## src/rtl/wb_intercon_n.sv

```systemverilog
// Single-master Wishbone interconnect with base/mask decode to NSLAVE slaves.
// It returns a registered ack or data and raises an error on a miss or a slave timeout.
module wb_intercon_n #(
  parameter int DW = 32,
  parameter int SW = DW/16,
  parameter int AW = 32,
  parameter int NSLAVE = 4,
  parameter logic [NSLAVE*AW-1:0] SLAVE_BASE = '0,
  parameter logic [NSLAVE*AW-1:0] SLAVE_MASK = '0,
  parameter int TIMEOUT = 255
) (
  input  logic                 clk_i,
  input  logic                 rst_n_i,
  input  logic [AW-2:0]        wbm_adr_i,
  input  logic [DW-1:0]        wbm_dat_i,
  input  logic [SW-1:0]        wbm_sel_i,
  input  logic                 wbm_we_i,
  input  logic                 wbm_cyc_i,
  input  logic                 wbm_stb_i,
  output logic [DW-1:0]        wbm_dat_o,
  output logic                 wbm_ack_o,
  output logic                 wbm_err_o,
  output logic [AW-2:0]        wbs_adr_o,
  output logic [DW-1:0]        wbs_dat_o,
  output logic [SW-1:0]        wbs_sel_o,
  output logic                 wbs_we_o,
  output logic [NSLAVE-1:0]    wbs_cyc_o,
  output logic [NSLAVE-1:0]    wbs_stb_o,
  input  logic [NSLAVE*DW-1:0] wbs_dat_i,
  input  logic [NSLAVE-1:0]    wbs_ack_i
);

  localparam int SELW = (NSLAVE > 1) ? $clog2(NSLAVE) : 1;
  localparam int CW   = (TIMEOUT > 0) ? $clog2(TIMEOUT + 1) : 1;

  typedef enum logic [1:0] {
    IDLE,
    ACTIVE,
    RESP
  } state_t;

  state_t          state_q, state_d;
  logic [SELW-1:0] sel_q, sel_d;
  logic [CW-1:0]   cnt_q, cnt_d;
  logic            ack_q, ack_d;
  logic            err_q, err_d;
  logic [DW-1:0]   dat_q, dat_d;

  logic [AW-1:0]   byte_adr;
  logic            hit;
  logic [SELW-1:0] hit_idx;
  logic            tmo_hit;
  logic [NSLAVE-1:0] slv_sel;

  assign byte_adr = {wbm_adr_i, 1'b0};

  // Scan downwards so the lowest matching window is left as the winner.
  always_comb begin
    hit     = 1'b0;
    hit_idx = '0;
    for (int k = NSLAVE - 1; k >= 0; k--) begin
      if ((byte_adr & SLAVE_MASK[k*AW +: AW]) == SLAVE_BASE[k*AW +: AW]) begin
        hit     = 1'b1;
        hit_idx = SELW'(k);
      end
    end
  end

  assign tmo_hit = (TIMEOUT != 0) && (cnt_q == CW'(TIMEOUT - 1));

  always_comb begin
    state_d = state_q;
    sel_d   = sel_q;
    cnt_d   = cnt_q;
    ack_d   = 1'b0;
    err_d   = 1'b0;
    dat_d   = dat_q;
    unique case (state_q)
      IDLE: begin
        if (wbm_cyc_i && wbm_stb_i) begin
          if (hit) begin
            sel_d   = hit_idx;
            cnt_d   = '0;
            state_d = ACTIVE;
          end else begin
            err_d   = 1'b1;
            state_d = RESP;
          end
        end
      end
      ACTIVE: begin
        if (!wbm_cyc_i) begin
          state_d = IDLE;
        end else if (wbs_ack_i[sel_q]) begin
          dat_d   = wbs_dat_i[sel_q*DW +: DW];
          ack_d   = 1'b1;
          state_d = RESP;
        end else if (tmo_hit) begin
          err_d   = 1'b1;
          state_d = RESP;
        end else if (cnt_q != '1) begin
          cnt_d = cnt_q + CW'(1);
        end
      end
      RESP:    state_d = IDLE;
      default: state_d = IDLE;
    endcase
  end

  always_ff @(posedge clk_i or negedge rst_n_i) begin
    if (!rst_n_i) begin
      state_q <= IDLE;
      sel_q   <= '0;
      cnt_q   <= '0;
      ack_q   <= 1'b0;
      err_q   <= 1'b0;
      dat_q   <= '0;
    end else begin
      state_q <= state_d;
      sel_q   <= sel_d;
      cnt_q   <= cnt_d;
      ack_q   <= ack_d;
      err_q   <= err_d;
      dat_q   <= dat_d;
    end
  end

  assign slv_sel   = (state_q == ACTIVE) ? (NSLAVE'(1) << sel_q) : '0;
  assign wbs_cyc_o = slv_sel;
  assign wbs_stb_o = slv_sel;

  assign wbs_adr_o = wbm_adr_i;
  assign wbs_dat_o = wbm_dat_i;
  assign wbs_sel_o = wbm_sel_i;
  assign wbs_we_o  = wbm_we_i;

  assign wbm_dat_o = dat_q;
  assign wbm_ack_o = ack_q;
  assign wbm_err_o = err_q;

endmodule

```

## config.mk

```make
export PLATFORM = sky130hd
export DESIGN_NAME = wb_intercon_n
export DESIGN_NICKNAME = d
export VERILOG_FILES = /design/src/rtl/wb_intercon_n.sv
export SDC_FILE = /design/constraint.sdc
export NUM_CORES = 1
export LEC_CHECK = 0
export ABC_AREA = 1
export BUFFER_PORTS_ARGS = -buffer_cell sky130_fd_sc_hd__buf_2
export CORE_AREA = 5 5 117 119
export CTS_CLUSTER_SIZE = 28
export DETAILED_ROUTE_END_ITERATION = 10
export DIE_AREA = 0 0 122 124
export PLACE_DENSITY = 0.59
export SLEW_MARGIN = 15
export SYNTH_ARGS = -nofsm -noshare
export SYNTH_HDL_FRONTEND = slang
export SYNTH_SLANG_ARGS = --single-unit
```

## constraint.sdc

```tcl
create_clock -name clk_i -period 1.8 [get_ports clk_i]
set_clock_uncertainty 0.15 [all_clocks]
set_input_delay 0.09 -clock clk_i [delete_from_list [all_inputs] [get_ports clk_i]]
set_output_delay 0.09 -clock clk_i [all_outputs]
set_load 0.05 [all_outputs]
```

==> impl_metrics.toml, run 1 <==
[status]
outcome = "completed"

[setup_path]
startpoint = "cnt_q[0]"
critPathLaunchType = "flop"
end_kind = "flop"
required_ns = 1.83
max_stage_delay_ns = 0.42
setup.worst_path.class = "reg -> reg"
path_depth = 9
cpMaxStageDelayCell = "dfrtp_1"
cpMostUsedCell = "nand2_1"
reg2reg_depth = 9
r2r-end = "cnt_q[0]"
timing.rr.start = "cnt_q[0]"
critPathArrivalTime_ns = 1.62
cp_max_fo = 9
critPathBufInv = 0
crit_family = "simple AND/OR/NAND/NOR gates"
crit_chain = "ha_1 -> nand2_2 -> nor2_2 -> nand2_1 -> nand3_2 -> nand2_4 -> nand2_8 -> nand2_1 -> nand2_1"
crit_path_end = "cnt_q[0]"
rrSetupSlack_ns = 0.20

[power_and_ir_drop]
p_sw_share_pct = 42.8
power_density_nw_per_um2 = 1200
p_clk_share_pct = 25.1
p_comb_share_pct = 39.0
switchingPower_mw = 1.56
seqPwrFrac_pct = 35.8
p_int_mw = 2.09
peakVddDrop_mv = 0.301
power.leakage_nw = 1.62

[min_path]
holdCritPathClass = "in -> out"

[synthesis]
ys_seq_area_share_pct = 43.5
synth_seq_cells = 44
synthCells = 313
post_synth_num_cell_types = 24
syn-mean-instance-area_sq_um = 8.08
synth_top_area_share_pct = 43.5
yosys_warnings = 0
yosys-top-cells-area = "dfrtp_1 (44%), buf_4 (22%), nand2_1 (20%)"
synthArstFlopShare_pct = 100
synth_enable_flop_cells = 0
ys.flop_type = "dfrtp_1"
synth_area_leader_cell = "dfrtp_1"
synth_area_sq_um = 2530

[place]
placement.io_buffers = 72
gp_congestion = 0.765
dp_hpwl_microns = 4340

[clocking]
clk_path_buf_depth = 2
cts_tree = "done"
post_cts_buffers = 0
cts_buffers = 5
cts_max_level = 2
clock-sinks = 44
cts_root_buf = "clkbuf_16"
clk_latency_ns = 0.28
clk_pin_slew_ns = 0.06

[global_route]
grt.overflow.total = 0
grt_pass1_vias = 1935
grt_usage_pct = 8.17
grt_pass1_wl_microns = 9560
antenna_found_initial = 0
grt_start_max_net_pins = 45

[timing]
rsz0062_at_grt = "no"
period_share_pct = 88.6
finalSetupViolCount = 0
min_period_ns = 1.60
hold_violations = 0
tns_ns = 0
worstMarginPinSlew_ns = 0.590
slew_headroom_pct = 60.6
max_freq_mhz = 627
slew_viol_final = 0

[die]
core_sq_um = 12500
io_pins = 310
start_util_pct = 20.3
die_w_microns = 122
std_cell_rows = 41
die_area_sq_um = 15100
die_h_microns = 124

[detailed_routing]
drcViolationCount = 0
via_count = 1988
drtAntennaViolNets = 0
first_pass_iters = 5
wirelength_microns = 6440
viasPerCell = 3.76
drt_iter0_drc = 35
wl_per_cell_microns = 12.2

[layout]
final_cell_mix = "nand2_1 (133), buf_2 (72), dfrtp_1 (44)"
area_growth_pct = 20.7
final_net_count = 560
post-route-util_pct = 24.5
antenna_cells = 0
final_common_cell = "nand2_1"
drive_gt1_share_pct = 26.1

[run]
cap_viol_max_count = 0
-- cell usage after synthesis, types with 2 or more instances --
| cell type | instances |
|---|---|
| buf_6 | 3 |
| nor2_1 | 18 |
| nand2_1 | 133 |
| nor2_2 | 2 |
| inv_4 | 2 |
| ha_1 | 2 |
| inv_1 | 9 |
| dfrtp_1 | 44 |
| buf_2 | 3 |
| o21ai_0 | 2 |
| nand3_1 | 9 |
| buf_4 | 73 |
| a21oi_1 | 2 |
-- routing by layer --
layer / global-route usage, % / up-vias / wire length [microns]
met2: 13.3 / 85 / 2950
met1: 9.21 / 909 / 2530
met3: 3.81 / 39 / 744
met5: 0 / - / 0
met4: 3.64 / 0 / 211
li1: - / 955 / -
-- worst min path at each step --
| stage | from | end | slack (ns) | cells after the start |
|---|---|---|---|---|
| after global routing | wbm_dat_i[25] | wbs_dat_o[25] | 0.03 | 0 |
| after detailed placement | wbm_adr_i[17] | wbs_adr_o[17] | 0.03 | 0 |
| final | wbm_adr_i[3] | wbs_adr_o[3] | 0.03 | 0 |
| after global placement | wbm_adr_i[17] | wbs_adr_o[17] | 0.03 | 0 |
| after floorplan | rst_n_i | cnt_q[0] | -0.36 | 0 |
| after CTS | wbm_adr_i[17] | wbs_adr_o[17] | 0.03 | 0 |
-- state kept, by name (all words and copies together) (netlist names) --
| name | cells |
|---|---|
| state_q | 2 |
| wbm_dat_o | 32 |
| cnt_q | 8 |
| wbm_ack_o | 1 |
| wbm_err_o | 1 |
-- layout make-up --
type	instances	area [sq um]
inverter	12	52.6
tap	172	215
fill	1347	9410
multi-input combinational	183	798
timing repair buffer	110	736
clock inverter	1	7.51
clock buffer	7	143
sequential	44	1100
-- cell families after synthesis --
kind of cell / Yosys count / synth area share, %
fa+ha+maj: 2 / 0.989
buf+inv: 91 / 25.6
compound gates: 6 / 1.44
flops: 44 / 43.5
simple gates: 169 / 28.3
other cells: 1 / 0.148
-- power groups by stage --
stage	registers (mW)	logic, mW	clock network (mW)
final	1.31	1.43	0.919
after global routing	1.34	1.51	1.04
after CTS	1.31	1.44	0.984
after detailed placement	1.33	1.38	0
after global placement	1.32	1.37	0
after floorplan	2.04	0.709	0
-- timing repair --
item / in CTS / in global routing
endpoints found under the hold margin: 79 / 0
resized for setup: 0 / 1
endpoints found under the setup margin: 0 / 3
hold buffers: 36 / 0
-- through the flow --
step	hold WS, ns	std cells	setup WS, ns	instance area, sq um	total power [mW]
after floorplan	-0.356	318	0.353	2550	2.75
after global placement	0.0303	485	0.140	2540	2.68
after detailed placement	0.0303	485	0.0939	2540	2.70
after CTS	0.0303	529	0.0776	3050	3.73
after global routing	0.0301	529	0.112	3050	3.88
final	0.0300	529	0.205	3050	3.65
No activity file was read; power rests on OpenSTA's default activity.
==> run 2: changes to the inputs <==
--- a/config.mk
+++ b/config.mk
@@ -7,11 +7,11 @@
 export LEC_CHECK = 0
 export ABC_AREA = 1
 export BUFFER_PORTS_ARGS = -buffer_cell sky130_fd_sc_hd__buf_2
-export CORE_AREA = 5 5 117 119
+export CORE_AREA = 5 5 116 118
 export CTS_CLUSTER_SIZE = 28
 export DETAILED_ROUTE_END_ITERATION = 10
-export DIE_AREA = 0 0 122 124
-export PLACE_DENSITY = 0.59
+export DIE_AREA = 0 0 121 123
+export PLACE_DENSITY = 0.61
 export SLEW_MARGIN = 15
 export SYNTH_ARGS = -nofsm -noshare
 export SYNTH_HDL_FRONTEND = slang
==> constraint.sdc (replaced) <==
create_clock -name clk_i -period 1.4 [get_ports clk_i]
set_clock_uncertainty 0.15 [all_clocks]
set_input_delay 0.07 -clock clk_i [delete_from_list [all_inputs] [get_ports clk_i]]
set_output_delay 0.07 -clock clk_i [all_outputs]
set_load 0.05 [all_outputs]
==> impl_metrics.toml, run 2 <==
[synthesis]
synthArstFlopShare_pct = 100
synth_most_common_cell = "nand2_1"
yosys_warnings = 0
synth_enable_flop_cells = 0
synthTopCellsByCount = "nand2_1 (133), buf_4 (73), dfrtp_1 (44)"
synth_top_area_share_pct = 43.5
synth_area_sq_um = 2530
ys_seq_area_share_pct = 43.5
ys.flop_type = "dfrtp_1"
yosys-top-cells-area = "dfrtp_1 (44%), buf_4 (22%), nand2_1 (20%)"
syn-mean-instance-area_sq_um = 8.08
synthCells = 313
synth_area_leader_cell = "dfrtp_1"
post_synth_num_cell_types = 24
synth_seq_cells = 44

[status]
outcome = "did not finish"
haltStage = "clock tree synthesis"
error_line = "[ERROR RSZ-0060] Max buffer count reached."

[clocking]
cts_root_buf = "clkbuf_16"
postCtsHoldBufs = 102
clk_path_buf_depth = 2
clock-sinks = 44
post_cts_buffers = 1
post_cts_resized = 8
cts_max_level = 2
cts_buffers = 5

[die]
die_h_microns = 123
io_pins = 310
die_w_microns = 121
start_util_pct = 20.5
std_cell_rows = 41

[place]
dp_hpwl_microns = 5090
postPlaceCellArea_sq_um = 2680
placement.io_buffers = 72
gp_congestion = 0.731
place_inst = 498
[run 2: cell counts after synthesis]
Identical to the previous run, type by type.
[run 2: logic make-up after synthesis]
| kind of cell | synth area share, % |
|---|---|
| other | 0.148 |
| AOI/OAI and AO/OA | 1.44 |
| buffers and inverters | 25.6 |
| adders and majority gates | 0.989 |
| and+or+nand+nor | 28.3 |
| DFF | 43.5 |
[run 2: stage by stage]
stage / utilization [%] / setup slack (ns) / hold WS, ns
after floorplan: - / -0.0345 / -0.376
after global placement: 21.6 / -0.0957 / -0.0808
after detailed placement: 21.6 / -0.130 / -0.0757
==> run 3: changes to the inputs <==
--- a/config.mk
+++ b/config.mk
@@ -7,11 +7,10 @@
 export LEC_CHECK = 0
 export ABC_AREA = 1
 export BUFFER_PORTS_ARGS = -buffer_cell sky130_fd_sc_hd__buf_2
-export CORE_AREA = 5 5 116 118
-export CTS_CLUSTER_SIZE = 28
+export CORE_AREA = 5 5 117 119
 export DETAILED_ROUTE_END_ITERATION = 10
-export DIE_AREA = 0 0 121 123
-export PLACE_DENSITY = 0.61
+export DIE_AREA = 0 0 122 124
+export PLACE_DENSITY_LB_ADDON = 0.15
 export SLEW_MARGIN = 15
 export SYNTH_ARGS = -nofsm -noshare
 export SYNTH_HDL_FRONTEND = slang
==> constraint.sdc (replaced) <==
create_clock -name clk_i -period 1.8 [get_ports clk_i]
set_clock_uncertainty 0.15 [all_clocks]
set_input_delay 0.09 -clock clk_i [delete_from_list [all_inputs] [get_ports clk_i]]
set_output_delay 0.09 -clock clk_i [all_outputs]
set_load 0.05 [all_outputs]
==> impl_metrics.toml, run 3 (synthesized netlist as in run 1, its figures left out) <==
[status]
outcome = "completed"

[setup_path]
setup.worst_path.class = "reg -> reg"
critPathBufInv = 2
required_ns = 1.83
crit_chain = "inv_1 -> ha_1 -> inv_1 -> nor2_1 -> nand2_1 -> nand3_2 -> nand2_4 -> nand2_8 -> nand2_1 -> nand2_1"
cpMostUsedCell = "nand2_1"
max_stage_delay_ns = 0.40
crit_family = "simple AND/OR/NAND/NOR gates"
critPathArrivalTime_ns = 1.61
cp_max_fo = 9
end_kind = "flop"
critPathLaunchType = "flop"
cpMaxStageDelayCell = "dfrtp_1"

[die]
die_area_sq_um = 15100
start_util_pct = 20.3
io_pins = 310
die_w_microns = 122
die_h_microns = 124
core_sq_um = 12500
std_cell_rows = 41

[timing]
slew_headroom_pct = 65.5
min_period_ns = 1.57
period_share_pct = 87.4
worstMarginPinSlew_ns = 0.518
max_freq_mhz = 635
hold_violations = 0
finalSetupViolCount = 0
tns_ns = 0
slew_viol_final = 0
rsz0062_at_grt = "no"

[power_and_ir_drop]
power.leakage_nw = 1.65
power_density_nw_per_um2 = 1190
peakVddDrop_mv = 0.378

[layout]
area_growth_pct = 22.4
fillers = 1380
ff_latch_area_sq_um = 1100
antenna_cells = 0
drive_gt1_share_pct = 26.9
largest_register_ffs = 32
final_net_count = 564
final_common_cell = "nand2_1"
multi_input_area_sq_um = 798
final_cell_mix = "nand2_1 (133), buf_2 (72), dfrtp_1 (44)"
post-route-util_pct = 24.8
stdcell_area_sq_um = 3100

[clocking]
cts_buffers = 5
clk_pin_slew_ns = 0.06
clock-sinks = 44
clk_path_buf_depth = 2
cts_max_level = 2
post_cts_resized = 0
clk_latency_ns = 0.29
cts_root_buf = "clkbuf_16"
cts_tree = "done"

[global_route]
grt_pass1_vias = 1886
grt_start_max_net_pins = 33
grt.overflow.total = 0
grt_pass1_wl_microns = 9980
antenna_found_initial = 0
grt_usage_pct = 8.77

[detailed_routing]
wirelength_microns = 6590
viasPerCell = 3.60
via_count = 1920
drtAntennaViolNets = 0
drt_iter0_drc = 58
drcViolationCount = 0
wl_per_cell_microns = 12.4
first_pass_iters = 4

[run]
cap_viol_max_count = 0

[place]
placement.io_buffers = 72
postPlaceCellArea_sq_um = 2580
dp_hpwl_microns = 4760
gp_congestion = 0.744

[min_path]
holdCritPathClass = "in -> out"
## run 3: final cells by class
class / count / area share (%)
Clock inverter: 2 / 0.323
Tap cell: 172 / 6.95
Inverter: 12 / 1.66
Clock buffer: 6 / 4.49
Timing Repair Buffer: 114 / 25.2
Sequential cell: 44 / 35.6
Multi-Input combinational cell: 183 / 25.8
## run 3: metal layers
metal | vias up | global-route usage, % | routed length [microns]
li1 | 967 | - | -
met1 | 829 | 10.2 | 2780
met2 | 89 | 12.9 | 2800
met3 | 35 | 5.04 | 822
met4 | 0 | 4.34 | 189
met5 | - | 0 | 0
## run 3: worst paths after layout
kind / start / endpoint / slack [ns] / depth (start not counted)
max: cnt_q[0] / cnt_q[2] / 0.23 / 10
max reg2reg: cnt_q[0] / cnt_q[2] / 0.23 / 10
max in group asynchronous: rst_n_i / wbm_dat_o[0] / 0.74 / 3
min: wbm_adr_i[16] / wbs_adr_o[16] / 0.03 / 0
min reg2reg: wbm_dat_o[1] / wbm_dat_o[1] / 0.32 / 2
min in group asynchronous: rst_n_i / wbm_dat_o[4] / 0.16 / 2
## run 3: metrics by stage
| step | power [mW] | cells | setup WS, ns | hold slack (ns) |
|---|---|---|---|---|
| global route | 3.89 | 533 | 0.0416 | 0.0301 |
| finish | 3.67 | 533 | 0.226 | 0.0300 |
| global placement | 2.71 | 488 | 0.208 | -0.0441 |
| CTS | 3.77 | 533 | 0.199 | 0.0303 |
| detailed placement | 2.71 | 488 | 0.206 | -0.0529 |
| floorplan | 2.75 | 318 | 0.353 | -0.356 |
## run 3: power breakdown
part           switching [mW]  internal [mW]
combinational            1.09          0.344
clock                   0.386          0.547
sequential              0.109           1.20
total                    1.58           2.09
## run 3: repair_timing
item,CTS,global route
hold buffers,37,0
buffers inserted,0,0
endpoints found under the hold margin,54,0
==> run 4: changes to the inputs <==
--- a/config.mk
+++ b/config.mk
@@ -10,7 +10,6 @@
 export CORE_AREA = 5 5 117 119
 export DETAILED_ROUTE_END_ITERATION = 10
 export DIE_AREA = 0 0 122 124
-export PLACE_DENSITY_LB_ADDON = 0.15
 export SLEW_MARGIN = 15
 export SYNTH_ARGS = -nofsm -noshare
 export SYNTH_HDL_FRONTEND = slang
==> impl_metrics.toml, run 4 (synthesized netlist as in run 1, its figures left out) <==
[run]
cap_viol_max_count = 0

[timing]
hold_violations = 0
min_period_ns = 1.62
max_freq_mhz = 619
period_share_pct = 89.8
worst_slack_ns = 0.183
tns_ns = 0
rsz0062_at_grt = "no"
worst_hold_slack_ns = 0.0300
finalSetupViolCount = 0
slew_viol_final = 0

[setup_path]
end_kind = "flop"
critPathArrivalTime_ns = 1.65
crit_chain = "ha_1 -> nand2_2 -> nor2_2 -> nand2_1 -> nand3_2 -> nand2_4 -> nand2_8 -> nand2_1 -> nand2_1"
cpMostUsedCell = "nand2_1"
critPathLaunchType = "flop"
cpMaxStageDelayCell = "dfrtp_1"
setup.worst_path.class = "reg -> reg"
rrSetupSlack_ns = 0.18
cp_max_fo = 9
required_ns = 1.83
max_stage_delay_ns = 0.43

[status]
outcome = "completed"

[clocking]
clk_pin_slew_ns = 0.06
cts_root_buf = "clkbuf_16"
cts_max_level = 2
post_cts_resized = 0
clk_latency_ns = 0.29
clock-sinks = 44
postCtsHoldBufs = 37
post_cts_buffers = 0
cts_tree = "done"
clk_path_buf_depth = 2
cts_buffers = 5

[power_and_ir_drop]
peakVddDrop_mv = 0.355
p_total_mw = 3.67
power.leakage_nw = 1.64
power_density_nw_per_um2 = 1190

[die]
die_w_microns = 122
io_pins = 310
core_sq_um = 12500
die_area_sq_um = 15100
start_util_pct = 20.3
die_h_microns = 124
std_cell_rows = 41

[detailed_routing]
drt_iter0_drc = 96
wirelength_microns = 6890
viasPerCell = 3.69
wl_per_cell_microns = 13.0
via_count = 1957
drcViolationCount = 0
first_pass_iters = 4
drtAntennaViolNets = 0

[min_path]
holdCritPathClass = "in -> out"

[layout]
fillers = 1367
area_growth_pct = 21.9
final_common_cell = "nand2_1"
final_cell_mix = "nand2_1 (133), buf_2 (72), dfrtp_1 (44)"
final_net_count = 562
drive_gt1_share_pct = 26.2
largest_register_ffs = 32
antenna_cells = 0
fin_cells = 531

[place]
dp_slack_ns = 0.184
gp_congestion = 0.768
placement.io_buffers = 72
place_inst = 486
dp_hpwl_microns = 4980

[global_route]
grt_usage_pct = 8.99
grt_start_max_net_pins = 34
grt_pass1_wl_microns = 10100
antenna_found_initial = 0
grt.overflow.total = 0
grt_pass1_vias = 1928
-- run 4: critical path: cells and delay by family, from the launching register on --
kind	cells	cell delay (ns)
DFF	1	0.43
adders and majority gates	1	0.24
and+or+nand+nor	8	0.69
-- run 4: where the power goes --
| group | total (mW) | switching [mW] | internal [mW] |
|---|---|---|---|
| clock network | 0.928 | 0.375 | 0.553 |
| registers | 1.31 | 0.110 | 1.20 |
| logic | 1.44 | 1.09 | 0.344 |
-- run 4: metrics by stage --
stage	util, %	cell area [sq um]
after CTS	24.7	3080
after global routing	24.7	3080
after detailed placement	20.5	2560
final	24.7	3080
after floorplan	-	2550
after global placement	20.5	2560
-- run 4: final timing paths --
kind,to,depth (start not counted),from
worst max register to register,cnt_q[7],9,cnt_q[0]
min in group asynchronous,state_q[0],2,rst_n_i
worst max-delay path,cnt_q[7],9,cnt_q[0]
max in group asynchronous,wbm_dat_o[15],3,rst_n_i
worst min register to register,wbm_dat_o[30],2,wbm_dat_o[30]
worst min-delay path,wbs_adr_o[28],0,wbm_adr_i[28]
-- run 4: final cells by class --
| cell class | count | area, sq um | area share, % |
|---|---|---|---|
| Inverter | 12 | 51.3 | 1.66 |
| Tap cell | 172 | 215 | 6.98 |
| Timing Repair Buffer | 112 | 766 | 24.8 |
| Clock buffer | 7 | 143 | 4.63 |
| Sequential cell | 44 | 1100 | 35.7 |
| Clock inverter | 1 | 7.51 | 0.244 |
| Multi-Input combinational cell | 183 | 798 | 25.9 |
-- run 4: routing by layer --
| metal | GRT usage, % | wire length (microns) | vias up |
|---|---|---|---|
| li1 | - | - | 954 |
| met1 | 8.69 | 2440 | 864 |
| met2 | 13.6 | 3010 | 103 |
| met3 | 6.72 | 1180 | 36 |
| met4 | 5.60 | 252 | 0 |
| met5 | 0 | 0 | - |
